**src/rtl/bitwise_seq_unit.sv**
```systemverilog
// Bitwise logic / bit-serial shift unit with valid-ready handshakes on both sides.
// Optional flag outputs (zero, parity, carry) are built only when BITWISE_FLAGS_EN is defined.
module bitwise_seq_unit #(
  parameter int BUS_WIDTH  = 8,
  parameter int INST_WIDTH = 4
) (
  input  logic                  clk,
  input  logic                  rst,
  input  logic [BUS_WIDTH-1:0]  A,
  input  logic [BUS_WIDTH-1:0]  B,
  input  logic [INST_WIDTH-1:0] inst,
  input  logic                  in_valid,
  output logic                  in_ready,
  output logic [BUS_WIDTH-1:0]  Y,
  output logic                  out_valid,
  input  logic                  out_ready,
  output logic                  zero,
  output logic                  parity,
  output logic                  carry
);

  localparam int SHAMT_W = $clog2(BUS_WIDTH);

  typedef enum logic [0:0] {
    IDLE  = 1'b0,
    SHIFT = 1'b1
  } state_t;

  state_t                 state_r;
  state_t                 state_nxt_s;
  logic [SHAMT_W-1:0]     cnt_r;
  logic [BUS_WIDTH-1:0]   op_r;
  logic [2:0]             opc_r;
  logic [BUS_WIDTH-1:0]   y_r;
  logic                   out_valid_r;
  logic                   in_ready_s;
  logic                   accept_s;
  logic                   immediate_s;
  logic                   last_step_s;
  logic [SHAMT_W-1:0]     shamt_s;
  logic [BUS_WIDTH-1:0]   step_s;
  logic                   load_y_s;
  logic [BUS_WIDTH-1:0]   y_nxt_s;

  function automatic logic [BUS_WIDTH-1:0] logic_op(input logic [BUS_WIDTH-1:0] a,
                                                    input logic [BUS_WIDTH-1:0] b,
                                                    input logic [2:0]           op);
    case (op[1:0])
      2'd0:    logic_op = a & b;
      2'd1:    logic_op = a | b;
      2'd2:    logic_op = a ^ b;
      2'd3:    logic_op = op[2] ? ~b : ~a;
      default: logic_op = {BUS_WIDTH{1'b0}};
    endcase
  endfunction

  // One bit position of SHL / SHR / ROL / ROR; op[2] selects arithmetic SHR.
  function automatic logic [BUS_WIDTH-1:0] shift_step(input logic [BUS_WIDTH-1:0] v,
                                                      input logic [2:0]           op);
    case (op[1:0])
      2'd0:    shift_step = {v[BUS_WIDTH-2:0], 1'b0};
      2'd1:    shift_step = {op[2] & v[BUS_WIDTH-1], v[BUS_WIDTH-1:1]};
      2'd2:    shift_step = {v[BUS_WIDTH-2:0], v[BUS_WIDTH-1]};
      2'd3:    shift_step = {v[0], v[BUS_WIDTH-1:1]};
      default: shift_step = v;
    endcase
  endfunction

  function automatic logic step_carry(input logic [BUS_WIDTH-1:0] v, input logic [2:0] op);
    step_carry = op[0] ? v[0] : v[BUS_WIDTH-1];
  endfunction

  function automatic logic parity_of(input logic [BUS_WIDTH-1:0] v);
    parity_of = ^v;
  endfunction

  assign shamt_s     = B[SHAMT_W-1:0];
  assign immediate_s = !inst[3] || (shamt_s == {SHAMT_W{1'b0}});
  assign in_ready_s  = !rst && (state_r == IDLE) && (!out_valid_r || out_ready);
  assign accept_s    = in_valid && in_ready_s;
  assign last_step_s = (cnt_r <= SHAMT_W'(1));
  assign step_s      = shift_step(op_r, opc_r);

  // FSM state register
  always_ff @(posedge clk) begin
    if (rst) begin
      state_r <= IDLE;
    end else begin
      state_r <= state_nxt_s;
    end
  end

  // FSM next-state logic
  always_comb begin
    state_nxt_s = state_r;
    case (state_r)
      IDLE: begin
        if (accept_s && !immediate_s) state_nxt_s = SHIFT;
        else                          state_nxt_s = IDLE;
      end
      SHIFT: begin
        if (last_step_s) state_nxt_s = IDLE;
        else             state_nxt_s = SHIFT;
      end
      default: state_nxt_s = IDLE;
    endcase
  end

  // Result selection: immediate ops load on accept, shifts on their final step
  always_comb begin
    load_y_s = 1'b0;
    y_nxt_s  = y_r;
    if (accept_s && immediate_s) begin
      load_y_s = 1'b1;
      y_nxt_s  = inst[3] ? A : logic_op(A, B, inst[2:0]);
    end else if ((state_r == SHIFT) && last_step_s) begin
      load_y_s = 1'b1;
      y_nxt_s  = step_s;
    end else begin
      load_y_s = 1'b0;
      y_nxt_s  = y_r;
    end
  end

  // Datapath registers: result, output valid, shift operand and counter
  always_ff @(posedge clk) begin
    if (rst) begin
      y_r         <= {BUS_WIDTH{1'b0}};
      out_valid_r <= 1'b0;
      op_r        <= {BUS_WIDTH{1'b0}};
      opc_r       <= 3'b000;
      cnt_r       <= {SHAMT_W{1'b0}};
    end else begin
      if (load_y_s) begin
        y_r <= y_nxt_s;
      end
      // A shift accept also retires any result being handed off at this edge.
      if (load_y_s) begin
        out_valid_r <= 1'b1;
      end else if (accept_s || out_ready) begin
        out_valid_r <= 1'b0;
      end
      if (accept_s && !immediate_s) begin
        op_r  <= A;
        opc_r <= inst[2:0];
        cnt_r <= shamt_s;
      end else if (state_r == SHIFT) begin
        op_r  <= step_s;
        cnt_r <= cnt_r - SHAMT_W'(1);
      end
    end
  end

`ifdef BITWISE_FLAGS_EN
  logic zero_r;
  logic parity_r;
  logic carry_r;
  logic carry_nxt_s;

  // Carry comes only from the final step of a non-zero shift
  always_comb begin
    carry_nxt_s = 1'b0;
    if ((state_r == SHIFT) && last_step_s) begin
      carry_nxt_s = step_carry(op_r, opc_r);
    end else begin
      carry_nxt_s = 1'b0;
    end
  end

  // Flags registered together with Y
  always_ff @(posedge clk) begin
    if (rst) begin
      zero_r   <= 1'b0;
      parity_r <= 1'b0;
      carry_r  <= 1'b0;
    end else if (load_y_s) begin
      zero_r   <= (y_nxt_s == {BUS_WIDTH{1'b0}});
      parity_r <= parity_of(y_nxt_s);
      carry_r  <= carry_nxt_s;
    end
  end

  assign zero   = zero_r;
  assign parity = parity_r;
  assign carry  = carry_r;
`else
  assign zero   = 1'b0;
  assign parity = 1'b0;
  assign carry  = 1'b0;
`endif

  assign in_ready  = in_ready_s;
  assign Y         = y_r;
  assign out_valid = out_valid_r;

endmodule

```
**config.mk**
```make
export PLATFORM = sky130hd
export DESIGN_NAME = bitwise_seq_unit
export DESIGN_NICKNAME = d
export VERILOG_FILES = /design/src/rtl/bitwise_seq_unit.sv
export SDC_FILE = /design/constraint.sdc
export NUM_CORES = 1
export LEC_CHECK = 0
export ABC_AREA = 1
export CAP_MARGIN = 10
export CORE_MARGIN = 2
export CORE_UTILIZATION = 56
export CTS_CLUSTER_DIAMETER = 200
export DETAILED_ROUTE_END_ITERATION = 12
export GPL_TIMING_DRIVEN = 1
export MAX_ROUTING_LAYER = met4
export PLACE_DENSITY_LB_ADDON = 0.15
export SLEW_MARGIN = 15
export SYNTH_ARGS = -nofsm -noshare
export SYNTH_HDL_FRONTEND = slang
export SYNTH_SLANG_ARGS = --single-unit
export TNS_END_PERCENT = 100
```
**constraint.sdc**
```tcl
create_clock -name clk -period 2.75 [get_ports clk]
set_clock_uncertainty 0.1 [all_clocks]
set_input_delay 0.6875 -clock clk [delete_from_list [all_inputs] [get_ports clk]]
set_output_delay 0.6875 -clock clk [all_outputs]
set_load 0.05 [all_outputs]
```
After elaboration in Yosys (flattened, before gate mapping)
Cells that the tools add are included.

cells by class
  mux-type cells = 17
  bitwise logic cells = 7
  magnitude comparators = 1
  add/subtract/negate cells = 1
  equality and inequality tests = 6
  reduce and logical (&&, ||, !) cells = 20

operators with widths
  operator                                              count
  one-hot mux 8 bit (4 select lines)                    2
  two-way mux 8 bit                                     6
  NOT 8 bit                                             2
  AND 8 bit                                             1
  == test 2 bit (second input constant)                 4
  OR 8 bit                                              1
  bitwise XOR 8 bit                                     1
  logical AND 1 bit                                     6
  two-way mux 1 bit                                     6
  two-way mux 3 bit                                     2
  nonzero test 2 bit                                    3
  == test 2 x 1 -> 1 bit (second input constant)        2
  zero test 1 bit                                       4
  zero test 2 bit                                       2
  <= comparator 3 x 1 -> 1 bit (second input constant)  1
  zero test 3 bit                                       1
  logical OR 1 bit                                      3
  subtractor 3 x 1 -> 3 bit (second input constant)     1
  one-hot mux 1 bit (2 select lines)                    1
  AND reduction 2 bit                                   1
  AND 1 bit                                             1
  NOT 1 bit                                             1

word-level totals
  input port bits = 24
  word-level logic and storage cells = 58
  output and inout bits = 13
  register bits = 24

Logic depth before layout (Yosys ltp)
Gate-level depths: netlist of the first run.

  depth after elaboration = 7
  mapped depth = 9
  gate-level depth less buffers = 9

Worst setup path before layout of the first run
OpenSTA, ideal clock, no wires.

  path type = in2out
  start = in out_ready
  end = out in_ready
  path buffers = 0
  data required time = 1962 ps
  arrival time = 1192 ps
  stages = 4
  setup slack = 771 ps
  path through = inv_1 -> nand2_1 -> nand2_1 -> inv_1

on the way
  word-level cells in the longest chain between the ends = 2

ends and longest elaborated chain
  element             RTL line  RTL
  start: declaration  16        input logic out_ready,
  logical OR 1 bit    79        assign in_ready_s = !rst && (state_r == IDLE) && (!out_valid_r || out_ready);
  logical AND 1 bit   79
  end: declaration    13        output logic in_ready,

No other way between the ends.

Worst setup path after layout of the first run
Same ends and word-level chain as after synthesis.

==> results.py, run 1 <==
metrics = {
    "cts": {
        "cts_tree": "built",
        "insertion_delay_ps": 320,
        "cts_sinks": 24,
        "hold_buffers": 0,
        "cts_root_buf": "clkbuf_4",
        "cts_setup_buffers": 0,
        "clockBufferDepth": 2,
        "cts_resized": 0,
        "cts_made_buffers": 3,
        "h-tree-depth": 1,
        "clk_pin_slew_ps": 130,
    },
    "synthesis": {
        "synth_top_area_cell": "dfxtp_1",
        "netlist_area_um2": 1854,
        "syn_avg_cell_area_um2": 6.286,
        "synth_area_leaders": "dfxtp_1 (26%), nand2_1 (16%), a21oi_1 (12%)",
        "synth-seq-cells": 24,
        "seq_area_frac_synth_pct": 25.91,
        "synth_cell_types": 26,
        "synth.top_cell.area_share_pct": 25.91,
        "ys_warn_count": 0,
        "syn-instance-count": 295,
    },
    "pwr": {
        "irDropWorstVdd_v": 0.0003166,
        "power_density_nw_per_um2": 388.9,
        "power.leakage_nw": 1.051,
    },
    "timing": {
        "relSlewSlack_pct": 65.67,
        "setup_viol": 0,
        "tightest_slew_ps": 513.3,
        "drv_slew": 0,
        "timing.fmax_mhz": 419.7,
        "finalHoldViolations": 0,
        "finalCritPeriodShare_pct": 86.64,
        "finalSetupTns_ps": 0,
        "setup_ws_ps": 367.4,
        "rsz0062_at_grt": "false",
        "fin_crit_ps": 2383,
    },
    "worst_hold_path": {
        "hp-start": "op_r[5]$_SDFFE_PP0P_",
        "hold_class": "reg2reg",
        "whs_endpoint": "op_r[5]$_SDFFE_PP0P_",
        "whs_path_depth": 2,
    },
    "flow_run": {
        "maxCapViolCount": 0,
    },
    "critical_path": {
        "critical_path_required_ps": 1960,
        "start_kind": "input port",
        "r2r-start": "opc_r[0]$_SDFFE_PP0P_",
        "critPathKind": "in2out",
        "crit_path_cell_trace": "clkdlybuf4s50_1 > inv_1 > nand2_1 > nand2_1 > inv_1 > buf_12",
        "cp_max_fo": 2,
        "rr_worst_depth": 7,
        "endpoint_kind": "output port",
        "path_delay_family": "buffers and inverters",
        "cp.arrival_ps": 1600,
        "reg2reg_to": "op_r[7]$_SDFFE_PP0P_",
        "rrSetupSlack_ps": 1230,
        "slowest_stage": "clkdlybuf4s50_1",
        "slowest_delay_ps": 460,
        "crit_buf_inv": 4,
    },
    "die": {
        "core_um2": 3103,
        "fp-row-count": 20,
        "start_util_pct": 59.76,
        "die-area_um2": 3788,
        "ios": 37,
        "die_w_um": 61.55,
        "die_y_um": 61.55,
    },
    "placement": {
        "place.gp.congestion": 0.8603,
        "dpl_cell_area_um2": 2210,
        "pre_cts_slack_ps": 348.3,
        "port_buffers": 33,
        "dp_hpwl_um": 3502,
    },
    "detailed_routing": {
        "routedWlPerCell_um": 12.75,
        "totalWireLength_um": 4718,
        "vias": 1937,
        "drtIter0Drc": 102,
        "route.detailed.drc": 0,
        "via_per_inst": 5.235,
        "drt_pass1_iterations": 4,
        "drtAntennaViolNets": 0,
    },
    "layout": {
        "multi_input_area_um2": 1131,
        "drive_gt1_share_pct": 7.362,
        "finalInstanceArea_um2": 2246,
        "fill_cells": 294,
        "seq_area_um2": 480.5,
        "syn_to_final_growth_pct": 21.12,
        "antenna_cells": 0,
        "nets": 368,
    },
    "global_route": {
        "grt_max_degree": 20,
        "grt_pass1_wl_um": 7686,
        "grt_pass1_vias": 1811,
        "overflow": 0,
        "antenna_found_initial": 0,
        "grt.total_usage_pct": 27.20,
    },
    "run_status": {
        "status": "finished clean",
    },
}
[synthesized netlist by cell type]
library cell	count
nand4_1	7
dfxtp_1	24
nor2_2	3
nor2_1	20
clkbuf_1	3
nor2_4	1
a21oi_2	1
buf_1	1
buf_6	2
inv_2	7
nand2_2	2
buf_4	4
nor3_1	1
ha_1	17
o21ai_0	13
a21oi_1	45
nand2_4	1
conb_1	1
nand3_1	15
buf_2	2
o22ai_1	1
xnor2_1	1
clkinv_1	1
nand2_1	80
inv_1	38
mux2i_1	4
[layer usage]
metal  share of wire (%)  wire, um  up-vias  global-route usage (%)
met5                   0         0        -                       -
met4                 1.6        76        0                   5.775
met3                 7.2       341        8                   6.303
met2                  48      2250       67                   45.71
met1                  43      2048      863                   33.16
li1                    -         -      999                       -
[logic make-up after synthesis]
group	Yosys count	synth area share, %
AND/OR/NAND/NOR	130	29.82
AO/OA/AOI/OAI	60	16.46
buffers and inverters	58	13.50
flip-flops	24	25.91
adder cells (fa/ha/maj)	17	11.47
multiplexers	4	2.159
other	1	0.2022
XOR/XNOR	1	0.4724
[cell usage in the layout (no fill, tap or decap)]
cell             count
a21oi_1             45
buf_4                4
nor2_2               3
nor3_1               1
nand3_1             15
buf_12               1
dfxtp_1             24
clkinv_1             1
mux2i_1              4
conb_1               3
inv_2                7
o21ai_0             13
nand4_1              7
clkbuf_8             1
clkdlybuf4s50_1     32
nor2_4               1
ha_1                17
nand2_4              1
nand2_2              2
xnor2_1              1
a21oi_2              1
o22ai_1              1
inv_1               38
clkbuf_4             3
nor2_1              20
nand2_1             80
[tightest hold or removal path, cell delays in order (launching register included)]
cell and delay [ps]:
dfxtp_1 330, nand2_1 60, a21oi_1 50
[layout make-up]
type,count,share of cell area (%)
Timing Repair Buffer,37,16.49
Multi-Input combinational cell,215,50.36
Sequential cell,24,21.39
Clock buffer,4,1.616
Inverter,46,7.688
Tap cell,44,2.451
[registers in the layout, summed over array words and instances, names as in the netlist]
name / cells
cnt_r: 3
op_r: 8
state_r: 1
out_valid: 1
opc_r: 3
Y: 8
[how the worst max path moves through the flow]
| stage | cells after the start | endpoint | from | slack (ps) |
|---|---|---|---|---|
| after floorplan | 4 | in_ready | out_ready | 770 |
| after global placement | 6 | in_ready | out_ready | 380 |
| after detailed placement | 8 | Y[3]$_SDFFE_PP0P_ | B[0] | 350 |
| after global routing | 6 | in_ready | out_ready | 300 |
| final | 6 | in_ready | out_ready | 370 |
| after CTS | 6 | in_ready | out_ready | 360 |
[through the flow]
stage,total power [W],hold WS (ps),util [%],std cells
final,0.0008734,375.7,72.38,370
after global routing,0.0009203,402.7,72.38,370
after CTS,0.0008715,378.8,72.38,370
after detailed placement,0.0006895,360.2,71.21,366
after global placement,0.0006848,353.2,71.21,366
after floorplan,0.0005842,343.5,-,297
[where the power goes]
group | internal [W] | switching (W) | total, W
Clock | 0.0000810 | 0.000108 | 0.000189
Combinational | 0.000111 | 0.000185 | 0.000296
Sequential | 0.000371 | 0.0000175 | 0.000388
Total | 0.000563 | 0.000310 | 0.000873
Note: power is estimated with default switching activity, not from simulation.
==> run 2: changes to the inputs <==
SETUP_SLACK_MARGIN = 0.05   (was not set)
==> results of run 2 <==
The final DEF is identical to that of run 1; final timing and power are the same.
